**src/rtl/pkt_rr_arb_if.sv**
```systemverilog
// Packet stream bundle for pkt_rr_arb: NUM_SRC byte-wide ingress streams, one merged egress stream.
// The master modport is the arbiter's view; slave is the surrounding sources/sink.
interface pkt_rr_arb_if #(
  parameter int NUM_SRC = 4,
  parameter int SRC_W   = 2
);
  logic [NUM_SRC*8-1:0] in_data;
  logic [NUM_SRC-1:0]   in_sop;
  logic [NUM_SRC-1:0]   in_eop;
  logic [NUM_SRC-1:0]   in_vld;
  logic [NUM_SRC-1:0]   in_rdy;
  logic [7:0]           out_data;
  logic                 out_sop;
  logic                 out_eop;
  logic                 out_vld;
  logic                 out_rdy;
  logic [SRC_W-1:0]     out_src;
  logic                 err_sticky;

  modport master (
    input  in_data, in_sop, in_eop, in_vld, out_rdy,
    output in_rdy, out_data, out_sop, out_eop, out_vld, out_src, err_sticky
  );

  modport slave (
    output in_data, in_sop, in_eop, in_vld, out_rdy,
    input  in_rdy, out_data, out_sop, out_eop, out_vld, out_src, err_sticky
  );
endinterface

```
**src/rtl/pkt_rr_arb.sv**
```systemverilog
// Packet-atomic round-robin arbiter with a registered output stage.
// Optional stall timeout with forced eop injection: define PKT_ARB_TIMEOUT_EN.
module pkt_rr_arb #(
  parameter int NUM_SRC = 4,
  parameter int SRC_W   = 2,
  parameter int TIMEOUT = 16
) (
  input logic          clk,
  input logic          rst,
  pkt_rr_arb_if.master bus
);
  typedef enum logic {IDLE, BUSY} state_t;

  state_t           state_reg;
  logic [SRC_W-1:0] gnt_reg;
  logic [SRC_W-1:0] rr_ptr_reg;
  logic             first_reg;
  logic [7:0]       out_data_reg;
  logic             out_sop_reg;
  logic             out_eop_reg;
  logic             out_vld_reg;
  logic [SRC_W-1:0] out_src_reg;
  logic             err_reg;

  logic               load_en;
  logic               accept;
  logic               tmo_fire;
  logic               gnt_vld;
  logic               gnt_sop;
  logic               gnt_eop;
  logic [7:0]         gnt_data;
  logic [NUM_SRC-1:0] req;
  logic [NUM_SRC-1:0] drain;
  logic [NUM_SRC-1:0] rdy_vec;
  logic [SRC_W-1:0]   winner;
  logic [SRC_W-1:0]   winner_next;

  assign load_en  = !out_vld_reg || bus.out_rdy;
  assign gnt_vld  = bus.in_vld[gnt_reg];
  assign gnt_sop  = bus.in_sop[gnt_reg];
  assign gnt_eop  = bus.in_eop[gnt_reg];
  assign gnt_data = bus.in_data[8*gnt_reg +: 8];
  assign accept   = (state_reg == BUSY) && load_en && gnt_vld && !tmo_fire;

  // Stray non-sop beats are swallowed while idle; sop beats wait for arbitration.
  for (genvar gi = 0; gi < NUM_SRC; gi++) begin : g_src
    assign req[gi]     = bus.in_vld[gi] & bus.in_sop[gi];
    assign drain[gi]   = bus.in_vld[gi] & ~bus.in_sop[gi];
    assign rdy_vec[gi] = (state_reg == IDLE) ? drain[gi]
                       : ((gnt_reg == SRC_W'(gi)) && load_en && !tmo_fire);
  end
  assign bus.in_rdy = rdy_vec;

  // Scan downward so the candidate closest to rr_ptr is the last to be written.
  always_comb begin : p_winner
    int idx;
    idx    = 0;
    winner = '0;
    for (int k = NUM_SRC - 1; k >= 0; k--) begin
      idx = int'(rr_ptr_reg) + k;
      if (idx >= NUM_SRC) idx = idx - NUM_SRC;
      if (req[idx]) winner = SRC_W'(idx);
    end
  end

  assign winner_next = (winner == SRC_W'(NUM_SRC - 1)) ? '0 : winner + 1'b1;

`ifdef PKT_ARB_TIMEOUT_EN
  localparam int TMO_W = $clog2(TIMEOUT + 1);
  logic [TMO_W-1:0] stall_cnt_reg;

  assign tmo_fire = (state_reg == BUSY) && (stall_cnt_reg == TMO_W'(TIMEOUT)) && load_en;

  // Counts only consecutive idle cycles of the owner; saturates until the release can be emitted.
  always_ff @(posedge clk) begin
    if (rst || state_reg != BUSY || gnt_vld) begin
      stall_cnt_reg <= '0;
    end else if (stall_cnt_reg != TMO_W'(TIMEOUT)) begin
      stall_cnt_reg <= stall_cnt_reg + 1'b1;
    end
  end
`else
  localparam int unused_timeout = TIMEOUT;
  assign tmo_fire = 1'b0;
`endif

  always_ff @(posedge clk) begin
    if (rst) begin
      state_reg    <= IDLE;
      gnt_reg      <= '0;
      rr_ptr_reg   <= '0;
      first_reg    <= 1'b0;
      out_data_reg <= '0;
      out_sop_reg  <= 1'b0;
      out_eop_reg  <= 1'b0;
      out_vld_reg  <= 1'b0;
      out_src_reg  <= '0;
      err_reg      <= 1'b0;
    end else begin
      if (load_en) begin
        if (accept) begin
          out_vld_reg  <= 1'b1;
          out_data_reg <= gnt_data;
          out_sop_reg  <= gnt_sop;
          out_eop_reg  <= gnt_eop;
          out_src_reg  <= gnt_reg;
        end else if (tmo_fire) begin
          out_vld_reg  <= 1'b1;
          out_data_reg <= 8'h00;
          out_sop_reg  <= 1'b0;
          out_eop_reg  <= 1'b1;
          out_src_reg  <= gnt_reg;
        end else begin
          out_vld_reg  <= 1'b0;
        end
      end

      case (state_reg)
        IDLE: begin
          if (|drain) err_reg <= 1'b1;
          if (|req) begin
            gnt_reg    <= winner;
            rr_ptr_reg <= winner_next;
            first_reg  <= 1'b1;
            state_reg  <= BUSY;
          end
        end
        BUSY: begin
          if (tmo_fire) begin
            err_reg   <= 1'b1;
            state_reg <= IDLE;
          end else if (accept) begin
            first_reg <= 1'b0;
            if (gnt_sop && !first_reg) err_reg <= 1'b1;
            if (gnt_eop) state_reg <= IDLE;
          end
        end
        default: state_reg <= IDLE;
      endcase
    end
  end

  assign bus.out_data   = out_data_reg;
  assign bus.out_sop    = out_sop_reg;
  assign bus.out_eop    = out_eop_reg;
  assign bus.out_vld    = out_vld_reg;
  assign bus.out_src    = out_src_reg;
  assign bus.err_sticky = err_reg;
endmodule

```
**src/flat_wrapper.sv**
```systemverilog
// flat-port wrapper written by rule: the top's interface ports become plain ports
module pkt_rr_arb_flat 
#(
  parameter int NUM_SRC = 4,
  parameter int SRC_W   = 2,
  parameter int TIMEOUT = 16
)
  (clk, rst, bus_in_data, bus_in_sop, bus_in_eop, bus_in_vld, bus_out_rdy, bus_in_rdy, bus_out_data, bus_out_sop, bus_out_eop, bus_out_vld, bus_out_src, bus_err_sticky);
  pkt_rr_arb_if #(.NUM_SRC(NUM_SRC), .SRC_W(SRC_W)) bus_i ();
  input logic clk;
  input logic rst;
  input wire logic [$bits(bus_i.in_data)-1:0] bus_in_data;
  input wire logic [$bits(bus_i.in_sop)-1:0] bus_in_sop;
  input wire logic [$bits(bus_i.in_eop)-1:0] bus_in_eop;
  input wire logic [$bits(bus_i.in_vld)-1:0] bus_in_vld;
  input wire logic [$bits(bus_i.out_rdy)-1:0] bus_out_rdy;
  output wire logic [$bits(bus_i.in_rdy)-1:0] bus_in_rdy;
  output wire logic [$bits(bus_i.out_data)-1:0] bus_out_data;
  output wire logic [$bits(bus_i.out_sop)-1:0] bus_out_sop;
  output wire logic [$bits(bus_i.out_eop)-1:0] bus_out_eop;
  output wire logic [$bits(bus_i.out_vld)-1:0] bus_out_vld;
  output wire logic [$bits(bus_i.out_src)-1:0] bus_out_src;
  output wire logic [$bits(bus_i.err_sticky)-1:0] bus_err_sticky;
  assign bus_i.in_data = bus_in_data;
  assign bus_i.in_sop = bus_in_sop;
  assign bus_i.in_eop = bus_in_eop;
  assign bus_i.in_vld = bus_in_vld;
  assign bus_i.out_rdy = bus_out_rdy;
  assign bus_in_rdy = bus_i.in_rdy;
  assign bus_out_data = bus_i.out_data;
  assign bus_out_sop = bus_i.out_sop;
  assign bus_out_eop = bus_i.out_eop;
  assign bus_out_vld = bus_i.out_vld;
  assign bus_out_src = bus_i.out_src;
  assign bus_err_sticky = bus_i.err_sticky;
  pkt_rr_arb #(.NUM_SRC(NUM_SRC), .SRC_W(SRC_W), .TIMEOUT(TIMEOUT)) u_core (.clk(clk), .rst(rst), .bus(bus_i));
endmodule
```
**config.mk**
```make
export PLATFORM = sky130hd
export DESIGN_NAME = pkt_rr_arb_flat
export DESIGN_NICKNAME = d
export VERILOG_FILES = /design/src/rtl/pkt_rr_arb_if.sv /design/src/rtl/pkt_rr_arb.sv /design/src/flat_wrapper.sv
export SDC_FILE = /design/constraint.sdc
export NUM_CORES = 1
export LEC_CHECK = 0
export CORE_MARGIN = 5
export CORE_UTILIZATION = 35
export CTS_BUF_LIST = sky130_fd_sc_hd__clkbuf_4
export CTS_CLUSTER_SIZE = 14
export DETAILED_ROUTE_END_ITERATION = 10
export PLACE_DENSITY = 0.73
export RECOVER_POWER = 50
export SLEW_MARGIN = 20
export SYNTH_ARGS = -nofsm -noshare
export SYNTH_HDL_FRONTEND = slang
export SYNTH_SLANG_ARGS = --single-unit
```
**constraint.sdc**
```tcl
create_clock -name clk -period 2.25 [get_ports clk]
set_input_delay 0.45 -clock clk [delete_from_list [all_inputs] [get_ports clk]]
set_output_delay 0.45 -clock clk [all_outputs]
set_load 0.02 [all_outputs]
```
Word-level counts from Yosys, hierarchy flattened
Index checks and enable logic that the tools add are counted.
{ "op_classes": {"add_sub_neg": 8, "n_lt_le_gt_ge": 9, "eq_ne": 8, "shifts": 1, "muxes": 43, "n_bitwise": 13, "n_reduce_logical": 17} }
{ "ops": {"columns": ["cell", "count"], "rows": [
  ["$lt A32 B4 Y1 const B", 4],
  ["$mux W32", 4],
  ["$ge A32 B4 Y1 const B", 3],
  ["$sub A32 B4 Y32 const B", 3],
  ["$shiftx A32 B6 Y8", 1],
  ["$mux W1", 24],
  ["$bmux W1 S2", 7],
  ["$mux W2", 5],
  ["$and A1 B1 Y1", 8],
  ["$ne A2 B2 Y1 const B", 4],
  ["$reduce_or A4 Y1", 2],
  ["$logic_and A1 B1 Y1", 7],
  ["$add A2 B2 Y3 const B", 2],
  ["$eq A2 B2 Y1 const B", 3],
  ["$pmux W1 S2", 3],
  ["$reduce_and A2 Y1", 3],
  ["$not A1 Y1", 5],
  ["$sub A2 B3 Y4 const B", 1],
  ["$add A2 B1 Y3 const B", 1],
  ["$ge A2 B3 Y1 const B", 1],
  ["$lt A2 B3 Y1 const B", 1],
  ["$reduce_and A3 Y1", 1],
  ["$add A2 B1 Y2 const B", 1],
  ["$eq A2 B1 Y1 const B", 1],
  ["3 further kinds", 4]
]} }
{ "totals": {"ff_bits": 20, "input_bits": 47, "output_inout_bits": 18, "wordCells": 109} }

Logic depth before layout (Yosys ltp)
{ "logic_depth": {"word_depth": 12, "ltp_mapped": 7, "depth_no_buf": 5} }

Worst setup path before layout
Ideal clock, no wire load.
{ "synth_path": {"path_kind": "flip-flop to output port", "start": "register u_core.gnt_reg[1]", "end": "output bus_in_rdy[2]", "t_arrival_ns": 1.438, "path_slack_ns": 0.362, "stages_incl_launch_ff": 4, "path_buffers": 1, "cell_sequence": "dfxtp_1 -> clkbuf_1 -> inv_1 -> o32ai_1"} }
{ "synth_via": {"elab_chain_len": 3} }
{ "synth_rtl": {"columns": ["item", "line_no", "rtl"], "rows": [
  ["start: declaration", "pkt_rr_arb.sv:15", "logic [SRC_W-1:0] gnt_reg;"],
  ["start signal: assignment", "pkt_rr_arb.sv:122", "gnt_reg <= winner;"],
  ["$eq A2 B2 Y1", "pkt_rr_arb.sv:50", ": ((gnt_reg == SRC_W'(gi)) && load_en && !tmo_fire);"],
  ["$logic_and A1 B1 Y1", "pkt_rr_arb.sv:50", null],
  ["$mux W1", "pkt_rr_arb.sv:49", "assign rdy_vec[gi] = (state_reg == IDLE) ? drain[gi]"],
  ["end: declaration", "flat_wrapper.sv:17", "output wire logic [$bits(bus_i.in_rdy)-1:0] bus_in_rdy;"]
]} }
Every way passes these cells.

Worst setup path after layout
{ "layout_path": {"start": "input bus_out_rdy", "end": "output bus_in_rdy[3]"} }
{ "layout_via": {"elab_chain_len": 3} }
{ "layout_rtl": {"columns": ["item", "line_no", "rtl"], "rows": [
  ["start: declaration", "flat_wrapper.sv:16", "input wire logic [$bits(bus_i.out_rdy)-1:0] bus_out_rdy;"],
  ["$logic_or A1 B1 Y1", "pkt_rr_arb.sv:38", "assign load_en = !out_vld_reg || bus.out_rdy;"],
  ["$logic_and A1 B1 Y1", "pkt_rr_arb.sv:50", null],
  ["$mux W1", "pkt_rr_arb.sv:49", null]
]} }
Every way passes these cells.

==> flow_metrics.tcl <==
set metrics [dict create \
    antenna_left 0 \
    syn2layout_area_growth_pct 61.0 \
    seqCellArea_um2 400 \
    finalCritPeriodShare 0.955 \
    utilization 0.580 \
    p_int_w 0.000764 \
    cp-end-kind "output port" \
    syn-instance-count 111 \
    largest_reg_flops 8 \
    worstRegToRegCells 5 \
    cp-start-kind "input pin" \
    ioPinCount 65 \
    min_to "u_core.bus.out_eop" \
    placed_area_um2 1910 \
    hold_violations 0 \
    finalMaxSlewViolations 0 \
    maxSlewHeadroom 0.500 \
    path_max_fanout 3 \
    final_net_count 231 \
    vias 1193 \
    antenna_found_initial 0 \
    vias_per_cell 5.21 \
    place_congestion 0.836 \
    fillers 308 \
    crit_required_ps 1800 \
    fin_area_um2 1940 \
    dr.pass1.iters 5 \
    routedWlPerCell_um 15.6 \
    die_w_um 68.6 \
    grt_max_degree 21 \
    run_status "finished clean" \
    cts.sinks 20 \
    grt.total_usage 0.153 \
    path_clk_slew_ps 120 \
    clk_latency_ps 320 \
    drc 0 \
    die_h_um 68.6 \
    gr-usage-met2 0.304 \
    fin_worst_skew_ps 10.7 \
    hold_path_class "flip-flop to flip-flop" \
    synth_nets 158 \
    ys.warnings.count 0 \
    multi_input_area_um2 711 \
    fmax_mhz 466 \
    pwr-share-clk 0.283 \
    synth_flop_cell "dfxtp_1" \
    dieArea_um2 4710 \
    cts_buffers 3 \
    final_common_cell "clkdlybuf4s50_1" \
    vdd_drop_max_v 0.000229 \
    synth_seq_cells 20 \
    worstReg2RegStart "u_core.gnt_reg[0]" \
    synth_edf_count 0 \
    root_buffer "clkbuf_4" \
    numPortBuffers 64 \
    grt_setup_unrepaired "no" \
    syn_avg_cell_area_um2 10.8 \
    yosysUniqueCellTypes 30 \
    layout-drive-gt1-share 0.131 \
    grt_util_met3 0.0373 \
    cts_tree "built" \
    yosysSeqAreaShare 0.333 \
    power_density_nw_per_um2 546 \
    min_path_cells 2 \
    final_cell_mix "46 x clkdlybuf4s50_1, 20 x dfxtp_1, 19 x nor2_1, 14 x dlygate4sd3_1, 12 x mux2i_1" \
    cts_hold_repair.buffers 0 \
    hp-start "u_core.bus.out_eop" \
    power.switching_w 0.000293 \
    row_count 21 \
    r2r_end "u_core.bus.err_sticky" \
    antenna_cells 0 \
    netlist_area_um2 1200 \
    leakage_nw 0.814 \
    busiest_layer "met2" \
    maxCapViolCount 0 \
    synthArstFlopShare 0 \
    setup_tns_ps 0 \
    cts_max_path_buffers 2 \
    overflow 0 \
    finalSetupViolCount 0 \
    fp.coreArea_um2 3340 \
    finalCriticalPeriod_ps 2150 \
    seq_power_share 0.384 \
    grt_pass1_vias 1210 \
    combPwrFrac 0.333 \
    crit_type "input pin to output port" \
    wl_um 3580 \
    initial_utilization 0.360 \
    tightestPinTransition_ps 746 \
    drt_iter0_drc 65 \
    p_sw_frac 0.277 \
    hpwl_um 2920 \
    cts_max_level 1 \
    cp.arrival_ps 1700 \
    grt_pass1_wl_um 5290 \
    use_met1 0.143 \
    rrSetupSlack_ps 380 \
]
-- worst max-delay path by stage --
stage	from	end	slack [ps]	cells after the start
floorplan	u_core.gnt_reg[1]	bus_in_rdy[2]	360	3
global placement	bus_out_rdy	bus_in_rdy[2]	-210	5
detailed placement	bus_out_rdy	bus_in_rdy[0]	-230	5
CTS	bus_out_rdy	bus_in_rdy[0]	50	5
global route	bus_out_rdy	bus_in_rdy[3]	60	5
finish	bus_out_rdy	bus_in_rdy[3]	100	5
-- synth_stat cells (all sizes together) (3+ instances only) --
library cell	count	share of area
dfxtp	20	0.33
nor2	19	0.059
mux2i	12	0.10
mux4	11	0.22
a21oi	7	0.029
clkbuf	5	0.032
nand2b	5	0.026
nand2	4	0.012
nand3	4	0.027
a211oi	3	0.023
o21ai	3	0.012
-- power by group through the flow --
stage	Combinational (W)	Clock, W	Sequential (W)
detailed placement	0.000371	0	0.000415
global route	0.000380	0.000323	0.000410
finish	0.000352	0.000299	0.000406
floorplan	0.000187	0	0.000432
global placement	0.000359	0	0.000413
CTS	0.000367	0.000309	0.000407
-- area by class of cell --
cell class	count	share of cell area
timing repair buffer	75	0.365
tap	46	0.0297
clock buffer	3	0.0116
clock inverter	1	0.0155
inverter	2	0.00388
multi-input combinational	82	0.367
sequential	20	0.207
-- routing by layer --
layer / up-vias / routed length [um]
li1: 565 / -
met1: 567 / 1280
met2: 55 / 1980
met3: 6 / 255
met4: 0 / 70
met5: - / 0
-- stage by stage --
stage                     worst slack [ps]  hold WS (ps)  cells  total power [W]
final                                  102           486    229          0.00106
after global routing                  62.6           529    229          0.00111
after CTS                             54.6           498    229          0.00108
after detailed placement              -231           480    225         0.000786
after global placement                -206           448    225         0.000773
after floorplan                        362           458    111         0.000619
-- worst max-delay path, cell delays in order --
cell and delay, ps:
clkdlybuf4s50_1 450, nand2b_1 170, nand3_1 110, o22ai_1 160
dlygate4sd2_1 350
-- cell families (layout without fill, tap and decap cells) --
family / count (synthesis) / after routing / synth area share
multiplexers: 23 / 23 / 0.322
AO/OA/AOI/OAI: 20 / 20 / 0.112
AND/OR/NAND/NOR: 38 / 38 / 0.161
XOR/XNOR: 1 / 1 / 0.00729
buffers and inverters: 9 / 81 / 0.0645
flip-flops: 20 / 20 / 0.333
-- what timing repair did --
action                                  in CTS  in global routing
setup buffers                                0                  0
resized for setup                            4                  6
endpoints found under the setup margin       4                  2
No activity file was read; power rests on OpenSTA's default activity.
